File: src/rtl/seg7_scan_driver_if.sv
// -----------------------------------------------------------------------------
// seg7_scan_driver_if
//   Bundle between the timekeeping/alarm logic and the 7-segment scan driver.
//   Display content and masks flow toward the driver. Active-low pin drives
//   flow back out.
//
//   enable      1 = display on, 0 = all anodes off
//   digits      four BCD nibbles, digits[3:0] is the rightmost digit (index 0)
//   blink_mask  bit i blanks digit i during blink phase 1
//   dp_mask     bit i lights the decimal point of digit i
//   an          anode enables, active-low, an[i] drives digit i
//   seg         cathodes {g,f,e,d,c,b,a}, active-low
//   dp          decimal-point cathode, active-low
//
//   master: the block that supplies the display content
//   slave : the scan driver
// -----------------------------------------------------------------------------
interface seg7_scan_driver_if;
    logic        enable;
    logic [15:0] digits;
    logic [3:0]  blink_mask;
    logic [3:0]  dp_mask;
    logic [3:0]  an;
    logic [6:0]  seg;
    logic        dp;

    modport master (
        output enable, digits, blink_mask, dp_mask,
        input  an, seg, dp
    );

    modport slave (
        input  enable, digits, blink_mask, dp_mask,
        output an, seg, dp
    );
endinterface

File: src/rtl/seg7_scan_driver.sv
// -----------------------------------------------------------------------------
// seg7_scan_driver
//   Time-multiplexes four BCD digits onto a common-anode 4-digit display.
//   Display content is captured into a shadow register only at frame
//   boundaries, so a frame never mixes old and new content. Every digit slot
//   opens with one blank guard cycle to suppress ghosting.
//
//   Parameters
//     REFRESH_DIV  clk cycles per digit slot (>= 2)
//     BLINK_DIV    clk cycles per blink half-period (>= 1)
//   Ports
//     clk    system clock, rising edge
//     rst_n  asynchronous active-low reset
//     bus    seg7_scan_driver_if.slave (enable/digits/masks in, an/seg/dp out)
// -----------------------------------------------------------------------------
module seg7_scan_driver #(
    parameter int REFRESH_DIV = 100000,
    parameter int BLINK_DIV   = 25000000
) (
    input  logic                 clk,
    input  logic                 rst_n,
    seg7_scan_driver_if.slave    bus
);

    localparam int RW = (REFRESH_DIV > 1) ? $clog2(REFRESH_DIV) : 1;
    localparam int BW = (BLINK_DIV > 1) ? $clog2(BLINK_DIV) : 1;
    localparam logic [RW-1:0] REFRESH_LAST = RW'(REFRESH_DIV - 1);
    localparam logic [BW-1:0] BLINK_LAST   = BW'(BLINK_DIV - 1);

    typedef struct packed {
        logic [15:0] digits;
        logic [3:0]  blink_mask;
        logic [3:0]  dp_mask;
    } shadow_t;

    // Shadow starts as all-0xF digits so the first frame pulses anodes with
    // blank segments until real content is captured.
    localparam shadow_t SHADOW_RESET = '{digits: 16'hFFFF, blink_mask: 4'h0, dp_mask: 4'h0};

    // Active-low segment patterns {g,f,e,d,c,b,a}; non-BCD nibbles go dark.
    function automatic logic [6:0] decode(input logic [3:0] nibble);
        case (nibble)
            4'd0:    decode = 7'h40;
            4'd1:    decode = 7'h79;
            4'd2:    decode = 7'h24;
            4'd3:    decode = 7'h30;
            4'd4:    decode = 7'h19;
            4'd5:    decode = 7'h12;
            4'd6:    decode = 7'h02;
            4'd7:    decode = 7'h78;
            4'd8:    decode = 7'h00;
            4'd9:    decode = 7'h10;
            default: decode = 7'h7F;
        endcase
    endfunction

    logic [RW-1:0] refresh_cnt_q, refresh_cnt_d;
    logic [1:0]    idx_q,         idx_d;
    logic [BW-1:0] blink_cnt_q,   blink_cnt_d;
    logic          blink_phase_q, blink_phase_d;
    shadow_t       shadow_q,      shadow_d;
    logic [3:0]    an_q,          an_d;
    logic [6:0]    seg_q,         seg_d;
    logic          dp_q,          dp_d;

    logic [3:0]    cur_nibble;
    logic          blanked;

    always_comb begin
        // NOTE: every always_comb output gets a default first; a path that
        // leaves a signal unassigned would infer a latch.
        refresh_cnt_d = refresh_cnt_q + 1'b1;
        idx_d         = idx_q;
        shadow_d      = shadow_q;
        blink_cnt_d   = blink_cnt_q + 1'b1;
        blink_phase_d = blink_phase_q;

        if (refresh_cnt_q == REFRESH_LAST) begin
            refresh_cnt_d = '0;
            idx_d         = idx_q + 1'b1;
            // Capture only on the 3->0 wrap so a frame is always coherent.
            if (idx_q == 2'd3) begin
                shadow_d = '{digits: bus.digits, blink_mask: bus.blink_mask,
                             dp_mask: bus.dp_mask};
            end
        end

        // Blink timebase runs independently of the scan.
        if (blink_cnt_q == BLINK_LAST) begin
            blink_cnt_d   = '0;
            blink_phase_d = ~blink_phase_q;
        end

        cur_nibble = shadow_q.digits[{idx_q, 2'b00} +: 4];
        blanked    = !bus.enable
                   || (refresh_cnt_q == '0)
                   || (blink_phase_q && shadow_q.blink_mask[idx_q]);

        if (blanked) begin
            an_d  = 4'hF;
            seg_d = 7'h7F;
            dp_d  = 1'b1;
        end else begin
            an_d  = ~(4'b0001 << idx_q);
            seg_d = decode(cur_nibble);
            dp_d  = ~shadow_q.dp_mask[idx_q];
        end
    end

    always_ff @(posedge clk or negedge rst_n) begin
        if (!rst_n) begin
            refresh_cnt_q <= '0;
            idx_q         <= '0;
            blink_cnt_q   <= '0;
            blink_phase_q <= 1'b0;
            shadow_q      <= SHADOW_RESET;
            an_q          <= 4'hF;
            seg_q         <= 7'h7F;
            dp_q          <= 1'b1;
        end else begin
            // NOTE: non-blocking assignments here so every flop samples the
            // pre-edge values, independent of statement order.
            refresh_cnt_q <= refresh_cnt_d;
            idx_q         <= idx_d;
            blink_cnt_q   <= blink_cnt_d;
            blink_phase_q <= blink_phase_d;
            shadow_q      <= shadow_d;
            an_q          <= an_d;
            seg_q         <= seg_d;
            dp_q          <= dp_d;
        end
    end

    assign bus.an  = an_q;
    assign bus.seg = seg_q;
    assign bus.dp  = dp_q;

endmodule

File: src/flat_wrapper.sv
// flat-port wrapper written by rule: the top's interface ports become plain ports
module seg7_scan_driver_flat 
#(
    parameter int REFRESH_DIV = 100000,
    parameter int BLINK_DIV   = 25000000
)
  (clk, rst_n, bus_enable, bus_digits, bus_blink_mask, bus_dp_mask, bus_an, bus_seg, bus_dp);
  seg7_scan_driver_if bus_i ();
  input  logic clk;
  input  logic rst_n;
  input wire logic [$bits(bus_i.enable)-1:0] bus_enable;
  input wire logic [$bits(bus_i.digits)-1:0] bus_digits;
  input wire logic [$bits(bus_i.blink_mask)-1:0] bus_blink_mask;
  input wire logic [$bits(bus_i.dp_mask)-1:0] bus_dp_mask;
  output wire logic [$bits(bus_i.an)-1:0] bus_an;
  output wire logic [$bits(bus_i.seg)-1:0] bus_seg;
  output wire logic [$bits(bus_i.dp)-1:0] bus_dp;
  assign bus_i.enable = bus_enable;
  assign bus_i.digits = bus_digits;
  assign bus_i.blink_mask = bus_blink_mask;
  assign bus_i.dp_mask = bus_dp_mask;
  assign bus_an = bus_i.an;
  assign bus_seg = bus_i.seg;
  assign bus_dp = bus_i.dp;
  seg7_scan_driver #(.REFRESH_DIV(REFRESH_DIV), .BLINK_DIV(BLINK_DIV)) u_core (.clk(clk), .rst_n(rst_n), .bus(bus_i));
endmodule
File: config.mk
export PLATFORM = sky130hd
export DESIGN_NAME = seg7_scan_driver_flat
export DESIGN_NICKNAME = d
export VERILOG_FILES = /design/src/rtl/seg7_scan_driver_if.sv /design/src/rtl/seg7_scan_driver.sv /design/src/flat_wrapper.sv
export SDC_FILE = /design/constraint.sdc
export NUM_CORES = 1
export LEC_CHECK = 0
export BUFFER_PORTS_ARGS = -buffer_cell sky130_fd_sc_hd__buf_2
export CORE_UTILIZATION = 40
export CTS_BUF_LIST = sky130_fd_sc_hd__clkbuf_16
export CTS_CLUSTER_SIZE = 40
export DETAILED_ROUTE_END_ITERATION = 12
export GPL_TIMING_DRIVEN = 0
export SLEW_MARGIN = 30
export SYNTH_ARGS = -nofsm -noshare
export SYNTH_HDL_FRONTEND = slang
export SYNTH_SLANG_ARGS = --single-unit
File: constraint.sdc
create_clock -name clk -period 2.3 [get_ports clk]
set_clock_uncertainty 0.1 [all_clocks]
set_input_delay 0.23 -clock clk [delete_from_list [all_inputs] [get_ports clk]]
set_output_delay 0.23 -clock clk [all_outputs]
set_load 0.01 [all_outputs]
==> impl_metrics.tcl, run 1 <==
set metrics [dict create \
    port_buffers 38 \
    drv_slew 0 \
    p_per_area_nw_per_um2 619 \
    die_area_um2 10200 \
    antenna_found_initial 0 \
    grt_overflow_total 0 \
    gp_congestion 0.752 \
    synth_flop_cell "dfrtp_1" \
    grt_max_degree 63 \
    synthCells 323 \
    setup_violations 0 \
    cap_violations 0 \
    fin_crit_sh_pct 97.3 \
    switching_share_pct 21.1 \
    rows 35 \
    clkPwrFrac_pct 42.8 \
    post_drt_wl_per_cell_um 14.3 \
    io_pins 39 \
    antenna_cells 0 \
    fin_setup_tns_ns 0 \
    core_um2 9370 \
    cp_max_fo 10 \
    fin_util_pct 49.4 \
    hp-class "input pin to flip-flop" \
    synth_cell_types 43 \
    post-place-ws_ns 0.0221 \
    hpwlAfterDp_um 5120 \
    synth_nets 362 \
    critPathArrivalTime_ns 2.35 \
    synth-seq-cells 81 \
    fin_crit_ns 2.24 \
    comb_power_share_pct 5.2 \
    h-tree-depth 3 \
    switchingPower_mw 0.605 \
    clkTransAtPathRegs_ns 0.06 \
    holdWs_ns 0.0353 \
    synth_enable_flop_cells 0 \
    intPower_mw 2.26 \
    numCtsBuffers 9 \
    grt_pass1_vias 2530 \
    ir_drop_uv 452 \
    seq_area_frac_synth_pct 52.5 \
    rsz0062_at_grt "yes" \
    areaGrowthSynthToFinish_pct 17.8 \
    die_h_um 101 \
    path_class "flip-flop to flip-flop" \
    finalHoldViolCount 0 \
    yosysWarnings 0 \
    synth.cell_area_um2 3930 \
    status "finished clean" \
    die_w_um 101 \
    cts_buffer_depth 2 \
    slew_headroom_pct 53.3 \
    crit_path_start_kind "flip-flop" \
    place_inst 491 \
    clkSinkCount 81 \
    routed-via-count 2560 \
    end_kind "flip-flop" \
    drive_gt1_share_pct 34.4 \
    drtAntennaViolNets 0 \
    finalWirelength_um 7320 \
    drc_errors 0 \
    async_reset_ff_share_pct 100 \
    p_leak_nw 2.07 \
    fmax_mhz 447 \
    p_seq_share_pct 52.0 \
    clockRootBuffer "clkbuf_16" \
    grt_usage_pct 15.7 \
    start_util_pct 41.9 \
    layout.nets 418 \
    cts_tree "built" \
    fin_ws_ns 0.0611 \
    worst_slew_pin_slew_ns 0.695 \
    grt_pass1_wl_um 12400 \
    postSynthAreaPerCell_um2 12.2 \
    drtPass1Iterations 4 \
    dr.first_iter.drc_count 95 \
    final_cell_count_no_fill 513 \
    clock_latency_ns 0.33 \
    n_fill_cell 863 \
    required_ns 2.41 \
    via_per_inst 4.99 \
]
cell usage in the layout (no fill, tap or decap), drive strengths merged, types with 5 or more instances in the layout:
cell / netlist / layout
ha: 12 / 12
dfstp: 28 / 28
mux4: 6 / 6
buf: 6 / 50
dfrtp: 53 / 53
nand3: 19 / 19
clkbuf: 3 / 12
o21ai: 10 / 10
nor2: 21 / 21
a21oi: 9 / 9
xnor2: 20 / 20
o31ai: 5 / 5
mux2i: 6 / 6
nor3: 7 / 7
nand2: 20 / 20
mux2: 25 / 25
nand4: 12 / 12
xor2: 10 / 10
inv: 14 / 17
nor4: 5 / 5
through the flow:
stage                     total power [mW]  instance area (µm²)
after floorplan                       1.58                 3930
after global placement                1.65                 4280
after detailed placement              1.66                 4320
after CTS                             2.91                 4590
after global routing                  2.99                 4630
final                                 2.87                 4630
cells by family after synthesis:
| kind of cell | share of synthesized area [%] |
|---|---|
| XOR/XNOR | 6.69 |
| adder cells (fa/ha/maj) | 3.82 |
| AND/OR/NAND/NOR | 16.0 |
| multiplexers | 14.0 |
| buffers and inverters | 2.71 |
| AO/OA/AOI/OAI | 4.33 |
| flip-flops | 52.5 |
worst max-delay path, cell delays in order (launching register included):
cell and delay, ns:
dfrtp_1 0.43, or4_4 0.58, nor4_4 0.37, nand3_4 0.15, buf_6 0.19, mux2_4 0.30
Yosys cell counts (all sizes together), types with 3 or more instances:
master,n,area (µm²)
dfrtp,53,1330
a21oi,9,45.0
or3,4,30.0
and2,4,26.3
nor3,7,35.0
o21ai,10,50.0
clkbuf,3,11.3
mux2,25,357
inv,14,52.6
nand3,19,108
dfstp,28,736
xor2,10,87.6
mux2i,6,60.1
ha,12,150
and3,3,18.8
o31ai,5,37.5
and4,4,36.3
nand2,20,75.1
nand2b,4,25.0
nor4,5,46.3
buf,6,42.5
nand4,12,75.1
xnor2,20,175
nor2,21,78.8
mux4,6,135
cell type report:
cell class / count / area (µm²) / area share [%]
clock buffer: 9 / 225 / 4.87
sequential: 81 / 2060 / 44.6
multi-input combinational: 219 / 1770 / 38.2
timing repair buffer: 45 / 272 / 5.87
tap: 129 / 161 / 3.49
clock inverter: 7 / 32.5 / 0.703
buffer: 9 / 56.3 / 1.22
inverter: 14 / 52.6 / 1.14
path summary, 6_finish.rpt:
check,startpoint,depth (start not counted),slack [ns],to
min,bus_blink_mask[1],2,0.04,u_core.shadow_q[5]
min reg2reg,u_core.blink_cnt_q[24],1,0.38,u_core.blink_cnt_q[24]
max reg2reg,u_core.refresh_cnt_q[11],5,0.06,u_core.shadow_q[2]
max,u_core.refresh_cnt_q[11],5,0.06,u_core.shadow_q[2]
min in group asynchronous,rst_n,2,0.22,u_core.blink_cnt_q[24]
max in group asynchronous,rst_n,3,1.28,u_core.shadow_q[23]
flip-flops by register name, summed over array words and instances, names as in the netlist:
| name | cells |
|---|---|
| u_core.bus.seg | 7 |
| u_core.refresh_cnt_q | 17 |
| u_core.bus.dp | 1 |
| u_core.blink_phase_q | 1 |
| u_core.idx_q | 2 |
| u_core.blink_cnt_q | 25 |
| u_core.bus.an | 4 |
| u_core.shadow_q | 24 |
layer usage:
metal  up-vias  wire length [µm]  GRT usage [%]
li1       1252                 -              -
met1      1255              3620           21.6
met2        48              3420           24.8
met3         5               227           3.74
met4         0                62           4.68
met5         -                 0              0
power by group through the flow:
stage          combinational, mW  clock [mW]  sequential [mW]
6_report                   0.149        1.23             1.49
5_1_grt                    0.166        1.33             1.49
4_1_cts                    0.153        1.27             1.49
3_5_place_dp               0.151           0             1.51
3_3_place_gp               0.141           0             1.51
2_1_floorplan             0.0655           0             1.51
repair_timing:
action,CTS,global route
endpoints found under the setup margin,1,13
hold buffers,1,0
pin swaps,0,3
resized for setup,1,2
gates cloned,0,0
endpoints found under the hold margin,53,0
buffers inserted,0,5
Note: power is estimated with default switching activity, not from simulation.
==> run 2: changes to the inputs <==
--- a/config.mk
+++ b/config.mk
@@ -6,6 +6,7 @@
 export NUM_CORES = 1
 export LEC_CHECK = 0
 export BUFFER_PORTS_ARGS = -buffer_cell sky130_fd_sc_hd__buf_2
+export CAP_MARGIN = 10
 export CORE_UTILIZATION = 40
 export CTS_BUF_LIST = sky130_fd_sc_hd__clkbuf_16
 export CTS_CLUSTER_SIZE = 40
==> constraint.sdc (replaced) <==
create_clock -name clk -period 1.98 [get_ports clk]
set_clock_uncertainty 0.1 [all_clocks]
set_input_delay 0.198 -clock clk [delete_from_list [all_inputs] [get_ports clk]]
set_output_delay 0.198 -clock clk [all_outputs]
set_load 0.01 [all_outputs]
==> impl_metrics.tcl, run 2 (synthesis gave the netlist of run 1 again) <==
set metrics [dict create \
    violations "setup timing" \
    grt_usage_pct 16.7 \
    clock_latency_ns 0.34 \
    hp-class "input pin to flip-flop" \
    largest_reg_flops 25 \
    via_per_inst 5.09 \
    required_ns 2.10 \
    ir_drop_uv 400 \
    port_buffers 38 \
    grt_pass1_wl_um 13100 \
    regMostFlops "u_core.blink_cnt_q" \
    grt_max_degree 45 \
    end_kind "flip-flop" \
    r2r-end "u_core.shadow_q[0]" \
    critPathLaunch "u_core.refresh_cnt_q[11]" \
    post_drt_wl_per_cell_um 15.6 \
    rows 35 \
    slew_headroom_pct 60.0 \
    finalHoldViolCount 0 \
    min_to "u_core.shadow_q[23]" \
    reg2regPathDepth 5 \
    cp_max_fo 10 \
    dr.first_iter.drc_count 111 \
    core_um2 9370 \
    finalWirelength_um 8560 \
    areaGrowthSynthToFinish_pct 33.7 \
    setup_violations 35 \
    dpl_cell_area_um2 4310 \
    start_util_pct 41.9 \
    place_inst 491 \
    wl_met3_um 260 \
    drc_errors 0 \
    io_pins 39 \
    drtPass1Iterations 4 \
    numCtsBuffers 9 \
    m1WireLength_um 4030 \
    final_cell_mix "dfrtp_1, buf_2, dfstp_2, dlygate4sd3_1, mux2_4" \
    clkSinkCount 81 \
    finalPower_mw 3.71 \
    fin_crit_sh_pct 106 \
    final_common_cell "dfrtp_1" \
    layout.nets 455 \
    antenna_found_initial 0 \
    worst_slew_pin_slew_ns 0.596 \
    gp_congestion 0.756 \
    met2WireLength_um 4180 \
    hold_start "bus_digits[15]" \
    top_layer "met4" \
    h-tree-depth 3 \
    grt_overflow_total 0 \
    clockRootBuffer "clkbuf_16" \
    worstReg2RegStart "u_core.refresh_cnt_q[11]" \
    drv_slew 0 \
    clkTransAtPathRegs_ns 0.06 \
    fin_setup_tns_ns -2.61 \
    p_per_area_nw_per_um2 707 \
    rsz0062_at_grt "yes" \
    path_class "flip-flop to flip-flop" \
    die_area_um2 10200 \
    routed-via-count 2802 \
    critPathArrivalTime_ns 2.22 \
    p_leak_nw 2.30 \
    cts_buffer_depth 2 \
    die_w_um 101 \
    whs_path_depth 2 \
    grt_pass1_vias 2720 \
    fin_area_um2 5250 \
    hpwlAfterDp_um 5130 \
    fin_ws_ns -0.127 \
    cap_violations 0 \
    die_h_um 101 \
    status "complete, but fails checks" \
    crit_path_start_kind "flip-flop" \
    drive_gt1_share_pct 44.9 \
    cts_tree "built" \
    top_regs "u_core.blink_cnt_q x25, u_core.shadow_q x24, u_core.refresh_cnt_q x17" \
    r2r_slack_ns -0.13 \
    final_cell_count_no_fill 550 \
    fin_crit_ns 2.11 \
    drtAntennaViolNets 0 \
    antenna_cells 0 \
    fmax_mhz 475 \
]
==> run 2: worst max-delay path by stage <==
stage,endpoint,depth (start not counted)
CTS,u_core.shadow_q[2],5
detailed placement,u_core.shadow_q[2],5
global route,u_core.shadow_q[0],5
floorplan,u_core.shadow_q[0],5
global placement,u_core.shadow_q[6],5
finish,u_core.shadow_q[0],5
==> run 2: through the flow <==
stage	utilization, %	worst slack, ns	hold WS [ns]
after floorplan	-	-0.104	-0.198
after detailed placement	46.0	-0.248	0.0243
after global placement	45.7	-0.247	0.329
final	56.0	-0.127	0.00428
after CTS	53.1	-0.165	0.0000223
after global routing	56.0	-0.179	0.00298
==> run 2: layout make-up <==
type | count | area, µm²
buffer | 7 | 80.1
clock inverter | 7 | 86.3
tap | 129 | 161
clock buffer | 9 | 225
sequential | 81 | 2060
timing repair buffer | 83 | 626
inverter | 14 | 57.6
multi-input combinational | 220 | 1950
fill | 816 | 4120
==> run 2: where the power goes <==
group / internal (mW) / switching [mW]
registers: 1.71 / 0.0215
clock network: 1.09 / 0.645
logic: 0.131 / 0.110
==> run 2: critical path, cell delays in order, from the launching register on <==
cell and delay [ns]:
dfrtp_1 0.38, or4_4 0.55, nor4_4 0.32, nand3_4 0.16, buf_12 0.18, mux2_4 0.29
==> run 2: routing by layer <==
metal	track usage [%]	up-vias
met5	0	-
met4	5.35	0
met3	4.44	8
met2	26.5	51
met1	22.4	1409
li1	-	1334
==> run 2: repair_timing <==
| action | 4_1_cts | 5_1_grt |
|---|---|---|
| resized for setup | 24 | 47 |
| pin swaps | 9 | 13 |
| buffers inserted | 11 | 11 |
| endpoints found under the hold margin | 55 | 2 |
| setup endpoints to repair | 56 | 59 |
| cloned | 1 | 2 |
| hold buffers | 19 | 2 |
